<file path="config.mk">
export PLATFORM = sky130hd
export DESIGN_NAME = capture_bank_flat
export DESIGN_NICKNAME = d
export VERILOG_FILES = /design/src/rtl/capture_bank_if.sv /design/src/rtl/capture_bank.sv /design/src/flat_wrapper.sv
export SDC_FILE = /design/constraint.sdc
export NUM_CORES = 1
export LEC_CHECK = 0
export ABC_AREA = 1
export ABC_CLOCK_PERIOD_IN_PS = 2400
export CAP_MARGIN = 30
export CORE_ASPECT_RATIO = 0.8
export CORE_MARGIN = 5
export CORE_UTILIZATION = 48
export CTS_CLUSTER_DIAMETER = 120
export CTS_CLUSTER_SIZE = 10
export DETAILED_ROUTE_END_ITERATION = 16
export PLACE_DENSITY = 0.86
export SYNTH_ARGS = -nofsm -noshare
export SYNTH_HDL_FRONTEND = slang
export SYNTH_SLANG_ARGS = --single-unit
</file>
<file path="constraint.sdc">
create_clock -name i_clk -period 2.4 [get_ports i_clk]
set_clock_uncertainty 0.05 [all_clocks]
set_input_delay 0.48 -clock i_clk [delete_from_list [all_inputs] [get_ports i_clk]]
set_output_delay 0.48 -clock i_clk [all_outputs]
set_load 0.1 [all_outputs]
</file>
<file path="src/rtl/capture_bank_if.sv">
// capture_bank_if: groups the capture/commit signals of capture_bank.
//   master : control side; drives enables, data and commit requests
//   slave  : capture_bank itself; drives live/shadow banks and status
// Signals:
//   i_en[NUM_CH]        per-channel capture enable
//   i_bcast             enabled channels take channel 0's slice of i_a
//   i_a[NUM_CH*WIDTH]   channel data, channel k at [k*WIDTH +: WIDTH]
//   i_commit_req        start copying the live bank into the shadow bank
//   o_commit_ack        one-cycle pulse when a commit completes
//   o_busy              commit engine active
//   o_a / o_b           live bank / committed shadow bank
//   o_dirty / o_ovf     captured since last copy / sticky lost-value flag
interface capture_bank_if #(
  parameter int WIDTH  = 8,
  parameter int NUM_CH = 8
);
  logic [NUM_CH-1:0]       i_en;
  logic                    i_bcast;
  logic [NUM_CH*WIDTH-1:0] i_a;
  logic                    i_commit_req;
  logic                    o_commit_ack;
  logic                    o_busy;
  logic [NUM_CH*WIDTH-1:0] o_a;
  logic [NUM_CH*WIDTH-1:0] o_b;
  logic [NUM_CH-1:0]       o_dirty;
  logic [NUM_CH-1:0]       o_ovf;

  modport master (
    output i_en, i_bcast, i_a, i_commit_req,
    input  o_commit_ack, o_busy, o_a, o_b, o_dirty, o_ovf
  );

  modport slave (
    input  i_en, i_bcast, i_a, i_commit_req,
    output o_commit_ack, o_busy, o_a, o_b, o_dirty, o_ovf
  );
endinterface

</file>
<file path="src/rtl/capture_bank.sv">
// capture_bank: NUM_CH x WIDTH live register bank with per-channel enables
// and broadcast, plus a shadow bank filled one channel per cycle by a
// req/ack commit engine.
// Ports:
//   i_clk   clock, all state on rising edge
//   i_srst  synchronous active-high reset, highest priority
//   bus     capture_bank_if.slave (capture inputs, commit handshake, banks)
//
// state | meaning
// IDLE  | waiting for i_commit_req
// COPY  | copying live[ptr] into shadow[ptr], one channel per edge
// ACK   | o_commit_ack high for this single cycle
module capture_bank #(
  parameter int               WIDTH       = 8,
  parameter int               NUM_CH      = 8,
  parameter bit               TRANSPARENT = 1'b0,
  parameter logic [WIDTH-1:0] RST_VAL     = '0
) (
  input logic           i_clk,
  input logic           i_srst,
  capture_bank_if.slave bus
);
  localparam int PTR_W = (NUM_CH > 1) ? $clog2(NUM_CH) : 1;

  typedef enum logic [1:0] {IDLE, COPY, ACK} state_t;

  state_t           state;
  logic [PTR_W-1:0] ptr;
  logic             ack;
  logic             busy;
  logic [WIDTH-1:0] live   [NUM_CH];
  logic [WIDTH-1:0] shadow [NUM_CH];
  logic [WIDTH-1:0] sel    [NUM_CH];
  logic [NUM_CH-1:0] dirty;
  logic [NUM_CH-1:0] ovf;

  always_comb begin
    for (int k = 0; k < NUM_CH; k++) begin
      sel[k] = bus.i_bcast ? bus.i_a[0 +: WIDTH] : bus.i_a[k*WIDTH +: WIDTH];
    end
  end

  always_ff @(posedge i_clk) begin
    if (i_srst) begin
      state <= IDLE;
      ptr   <= '0;
      ack   <= 1'b0;
      busy  <= 1'b0;
      dirty <= '0;
      ovf   <= '0;
      for (int k = 0; k < NUM_CH; k++) begin
        live[k]   <= RST_VAL;
        shadow[k] <= RST_VAL;
      end
    end else begin
      ack <= 1'b0;
      case (state)
        IDLE: begin
          if (bus.i_commit_req) begin
            state <= COPY;
            ptr   <= '0;
            busy  <= 1'b1;
          end
        end
        COPY: begin
          ptr <= ptr + PTR_W'(1);
          if (ptr == PTR_W'(NUM_CH - 1)) begin
            state <= ACK;
            ack   <= 1'b1;
          end
        end
        ACK: begin
          state <= IDLE;
          busy  <= 1'b0;
        end
        default: begin
          state <= IDLE;
          busy  <= 1'b0;
        end
      endcase

      for (int k = 0; k < NUM_CH; k++) begin
        if (bus.i_en[k]) live[k] <= sel[k];
        if (state == COPY && ptr == PTR_W'(k)) begin
          // shadow takes the pre-edge live value; a same-edge capture
          // leaves the channel dirty for the next commit
          shadow[k] <= live[k];
          dirty[k]  <= bus.i_en[k];
          ovf[k]    <= 1'b0;
        end else if (bus.i_en[k]) begin
          dirty[k] <= 1'b1;
          if (dirty[k]) ovf[k] <= 1'b1;
        end
      end
    end
  end

  always_comb begin
    bus.o_a = '0;
    bus.o_b = '0;
    for (int k = 0; k < NUM_CH; k++) begin
      if (TRANSPARENT && bus.i_en[k]) bus.o_a[k*WIDTH +: WIDTH] = sel[k];
      else                            bus.o_a[k*WIDTH +: WIDTH] = live[k];
      bus.o_b[k*WIDTH +: WIDTH] = shadow[k];
    end
  end

  assign bus.o_dirty      = dirty;
  assign bus.o_ovf        = ovf;
  assign bus.o_commit_ack = ack;
  assign bus.o_busy       = busy;
endmodule

</file>
<file path="src/flat_wrapper.sv">
// flat-port wrapper written by rule: the top's interface ports become plain ports
module capture_bank_flat 
#(
  parameter int               WIDTH       = 8,
  parameter int               NUM_CH      = 8,
  parameter bit               TRANSPARENT = 1'b0,
  parameter logic [WIDTH-1:0] RST_VAL     = '0
)
  (i_clk, i_srst, bus_i_en, bus_i_bcast, bus_i_a, bus_i_commit_req, bus_o_commit_ack, bus_o_busy, bus_o_a, bus_o_b, bus_o_dirty, bus_o_ovf);
  capture_bank_if #(.WIDTH(WIDTH), .NUM_CH(NUM_CH)) bus_i ();
  input logic i_clk;
  input logic i_srst;
  input wire logic [$bits(bus_i.i_en)-1:0] bus_i_en;
  input wire logic [$bits(bus_i.i_bcast)-1:0] bus_i_bcast;
  input wire logic [$bits(bus_i.i_a)-1:0] bus_i_a;
  input wire logic [$bits(bus_i.i_commit_req)-1:0] bus_i_commit_req;
  output wire logic [$bits(bus_i.o_commit_ack)-1:0] bus_o_commit_ack;
  output wire logic [$bits(bus_i.o_busy)-1:0] bus_o_busy;
  output wire logic [$bits(bus_i.o_a)-1:0] bus_o_a;
  output wire logic [$bits(bus_i.o_b)-1:0] bus_o_b;
  output wire logic [$bits(bus_i.o_dirty)-1:0] bus_o_dirty;
  output wire logic [$bits(bus_i.o_ovf)-1:0] bus_o_ovf;
  assign bus_i.i_en = bus_i_en;
  assign bus_i.i_bcast = bus_i_bcast;
  assign bus_i.i_a = bus_i_a;
  assign bus_i.i_commit_req = bus_i_commit_req;
  assign bus_o_commit_ack = bus_i.o_commit_ack;
  assign bus_o_busy = bus_i.o_busy;
  assign bus_o_a = bus_i.o_a;
  assign bus_o_b = bus_i.o_b;
  assign bus_o_dirty = bus_i.o_dirty;
  assign bus_o_ovf = bus_i.o_ovf;
  capture_bank #(.WIDTH(WIDTH), .NUM_CH(NUM_CH), .TRANSPARENT(TRANSPARENT), .RST_VAL(RST_VAL)) u_core (.i_clk(i_clk), .i_srst(i_srst), .bus(bus_i));
endmodule
</file>
==> flow_summary.yaml <==
worst_setup_path:
  critPathKind: "flop to flop"
  worstReg2RegStart: "u_core.ptr[0]"
  start_kind: "flop"
  crit_fanout: 9
  rr_worst_depth: 6
  crit-reg2reg-capture: "u_core.shadow[0][1]"
  crit_path_end_kind: "flop"
  reg2reg_slack_ns: 0.65
  cp.required_ns: 2.42
  startpoint: "u_core.ptr[0]"
  cp_data_arrival_time_ns: 1.78
synthesis:
  synth.largest_area_cell: "edfxtp_1"
  synthTopCellsByCount: "128 x edfxtp_1, 98 x nand2_1, 87 x nor2_1, 84 x inv_1, 68 x a21oi_1"
  synthFlopType: "edfxtp_1"
  async_flop_share_pct: 0
  synth.most_common_cell: "edfxtp_1"
  synth_area_mm2: 0.00601
  ys_types: 17
  synth_edf_count: 128
  ys_warn_count: 0
  synth_seq_cells: 151
  synth_area_leaders: "edfxtp_1 64%, dfxtp_1 7.7%, nand2_1 6.1%, a21oi_1 5.7%, nor2_1 5.4%"
  synth_cells: 541
  yosysTopAreaCellShare_pct: 63.9
  syn_area_per_cell_um2: 11.1
  syn-num-nets: 623
  yosysSeqAreaShare_pct: 71.6
finish:
  area_growth_pct: 43.4
  nNetsFinal: 853
  layout-drive-gt1-share_pct: 25.1
  num_antenna_cells: 0
  fill_cells: 876
  fin_area_mm2: 0.00862
clock_network:
  ctsHoldBuffers: 0
  cts_root_buffer: "clkbuf_16"
  post_cts_buffers: 0
  cts_tree: "built"
  clockBufferDepth: 2
  clk_latency_ns: 0.42
  cts_buffers: 17
  clock-sinks: 151
  clkSlewWorstSetupHoldPaths_ns: 0.06
  cts_resized: 0
  ctsHtreeMaxLevel: 4
drt:
  vias_per_cell: 5.03
  drt_wl_total_um: 17500
  vias: 4804
  firstDrtPassIters: 5
  drc_errors: 0
  postRouteAntennaNets: 0
  drt_first_iter_violations: 451
  route.detailed.wl_per_inst_um: 18.3
placed_design:
  dp_hpwl_um: 12800
  routabilityCongestion: 0.868
  placed_cell_area_mm2: 0.00802
  port_buffers: 221
hold_path:
  hold-path-endpoint: "u_core.bus.o_ovf[5]"
  hold_class: "flop to flop"
  holdPathStages: 2
  hp-start: "u_core.bus.o_ovf[5]"
pwr:
  leakagePower_nw: 3.77
  peakVddDrop_mv: 0.515
  powerDensity_mw_per_mm2: 910
grt:
  antenna_found_initial: 0
  grt_use_total_pct: 23.5
  overflow: 0
  grt_pass1_vias: 4857
  grt_max_degree: 34
  grt_pass1_wl_um: 25900
sta:
  min_period_over_period_pct: 73.1
  hold_slack_ns: 0.436
  tightest_slew_ns: 0.542
  final_hold_viol_count: 0
  maxSlewViolCount: 0
  rsz0062_at_grt: "no"
  slew_headroom_pct: 63.8
  setup_viol: 0
  timing.setup.tns_ns: 0
  fin_crit_ns: 1.75
  clock.fmax_ghz: 0.570
floorplan:
  start_util_pct: 49.2
  ios: 222
  coreArea_mm2: 0.0122
  die_width_um: 135
  die_y_um: 110
  die-area_mm2: 0.0149
  std_cell_rows: 36
flow_run:
  maxCapViolations: 0
status:
  outcome: "finished clean"
worst max-delay path, stage by stage, from the launching register on:
cell	delay [ns]
dfxtp_1	0.34
inv_1	0.11
ha_1	0.20
inv_1	0.05
nor2_1	0.19
nand2_1	0.11
nand2_1	0.35
final cells by class:
class                      count  area, um^2  area share [%]
clock inverter                15         168            1.95
multi-input combinational    289        1300            15.0
sequential                   151        4300            49.9
tap                          171         214            2.48
timing repair buffer         228        1890            22.0
inverter                      84         315            3.66
clock buffer                  17         425            4.94
power breakdown:
group | switching, mW | leakage [nW] | internal [mW] | total [mW]
logic | 1.61 | 1.95 | 0.399 | 2.01
clock network | 1.13 | 0.280 | 1.55 | 2.68
registers | 0.110 | 1.54 | 3.04 | 3.15
total | 2.85 | 3.77 | 4.99 | 7.84
worst max path at each step:
stage | endpoint | depth (start not counted)
floorplan | u_core.shadow[0][0] | 6
global placement | u_core.live[0][15] | 3
detailed placement | u_core.live[0][21] | 3
CTS | u_core.shadow[0][1] | 6
global route | u_core.shadow[0][11] | 4
finish | u_core.shadow[0][1] | 6
registers in the layout (all words and copies together), names as in the netlist:
register and flops:
u_core.bus.o_dirty 8, u_core.ptr 3, u_core.bus.o_ovf 8, u_core.state 2
u_core.bus.o_commit_ack 1, u_core.bus.o_busy 1, u_core.shadow 64, u_core.live 64
cells by family (layout without fill, tap and decap cells):
| family | Yosys count | count (layout) | share of synthesized area [%] |
|---|---|---|---|
| and+or+nand+nor | 213 | 213 | 14.5 |
| DFF | 151 | 151 | 71.6 |
| buffers and inverters | 101 | 344 | 6.83 |
| AOI/OAI and AO/OA | 70 | 70 | 5.83 |
| adders and majority gates | 6 | 6 | 1.25 |
metal layers:
layer  track usage, %  share of wire (%)  vias up
li1                 -                  -     2232
met1             28.5                 37     2210
met2             39.1                 48      325
met3             8.35                 13       37
met4             8.78                2.2        0
met5                0                  0        -
cell usage in the layout (no fill, tap or decap):
cell type,n
clkinv_4,4
clkinv_1,1
inv_6,4
ha_1,6
clkdlybuf4s50_1,74
or2_2,8
nand3_1,12
a21oi_1,68
inv_8,1
nor2_1,87
o21ai_0,2
dfxtp_1,23
nand2_2,1
nand4_1,5
nor2_4,1
nand2_1,98
clkbuf_16,17
inv_2,1
buf_2,1
nand3_4,1
bufinv_16,2
clkinvlp_4,3
edfxtp_1,128
inv_1,83
buf_4,153
metrics by stage:
stage	instances	setup slack, ns	power [mW]	util, %
2_1_floorplan	541	0.903	4.69	-
3_3_place_gp	923	0.470	5.19	65.7
3_5_place_dp	923	0.377	5.22	65.7
4_1_cts	955	0.640	7.87	70.6
5_1_grt	955	0.524	8.07	70.6
6_report	955	0.645	7.84	70.6
(Power assumes the default switching activity.)
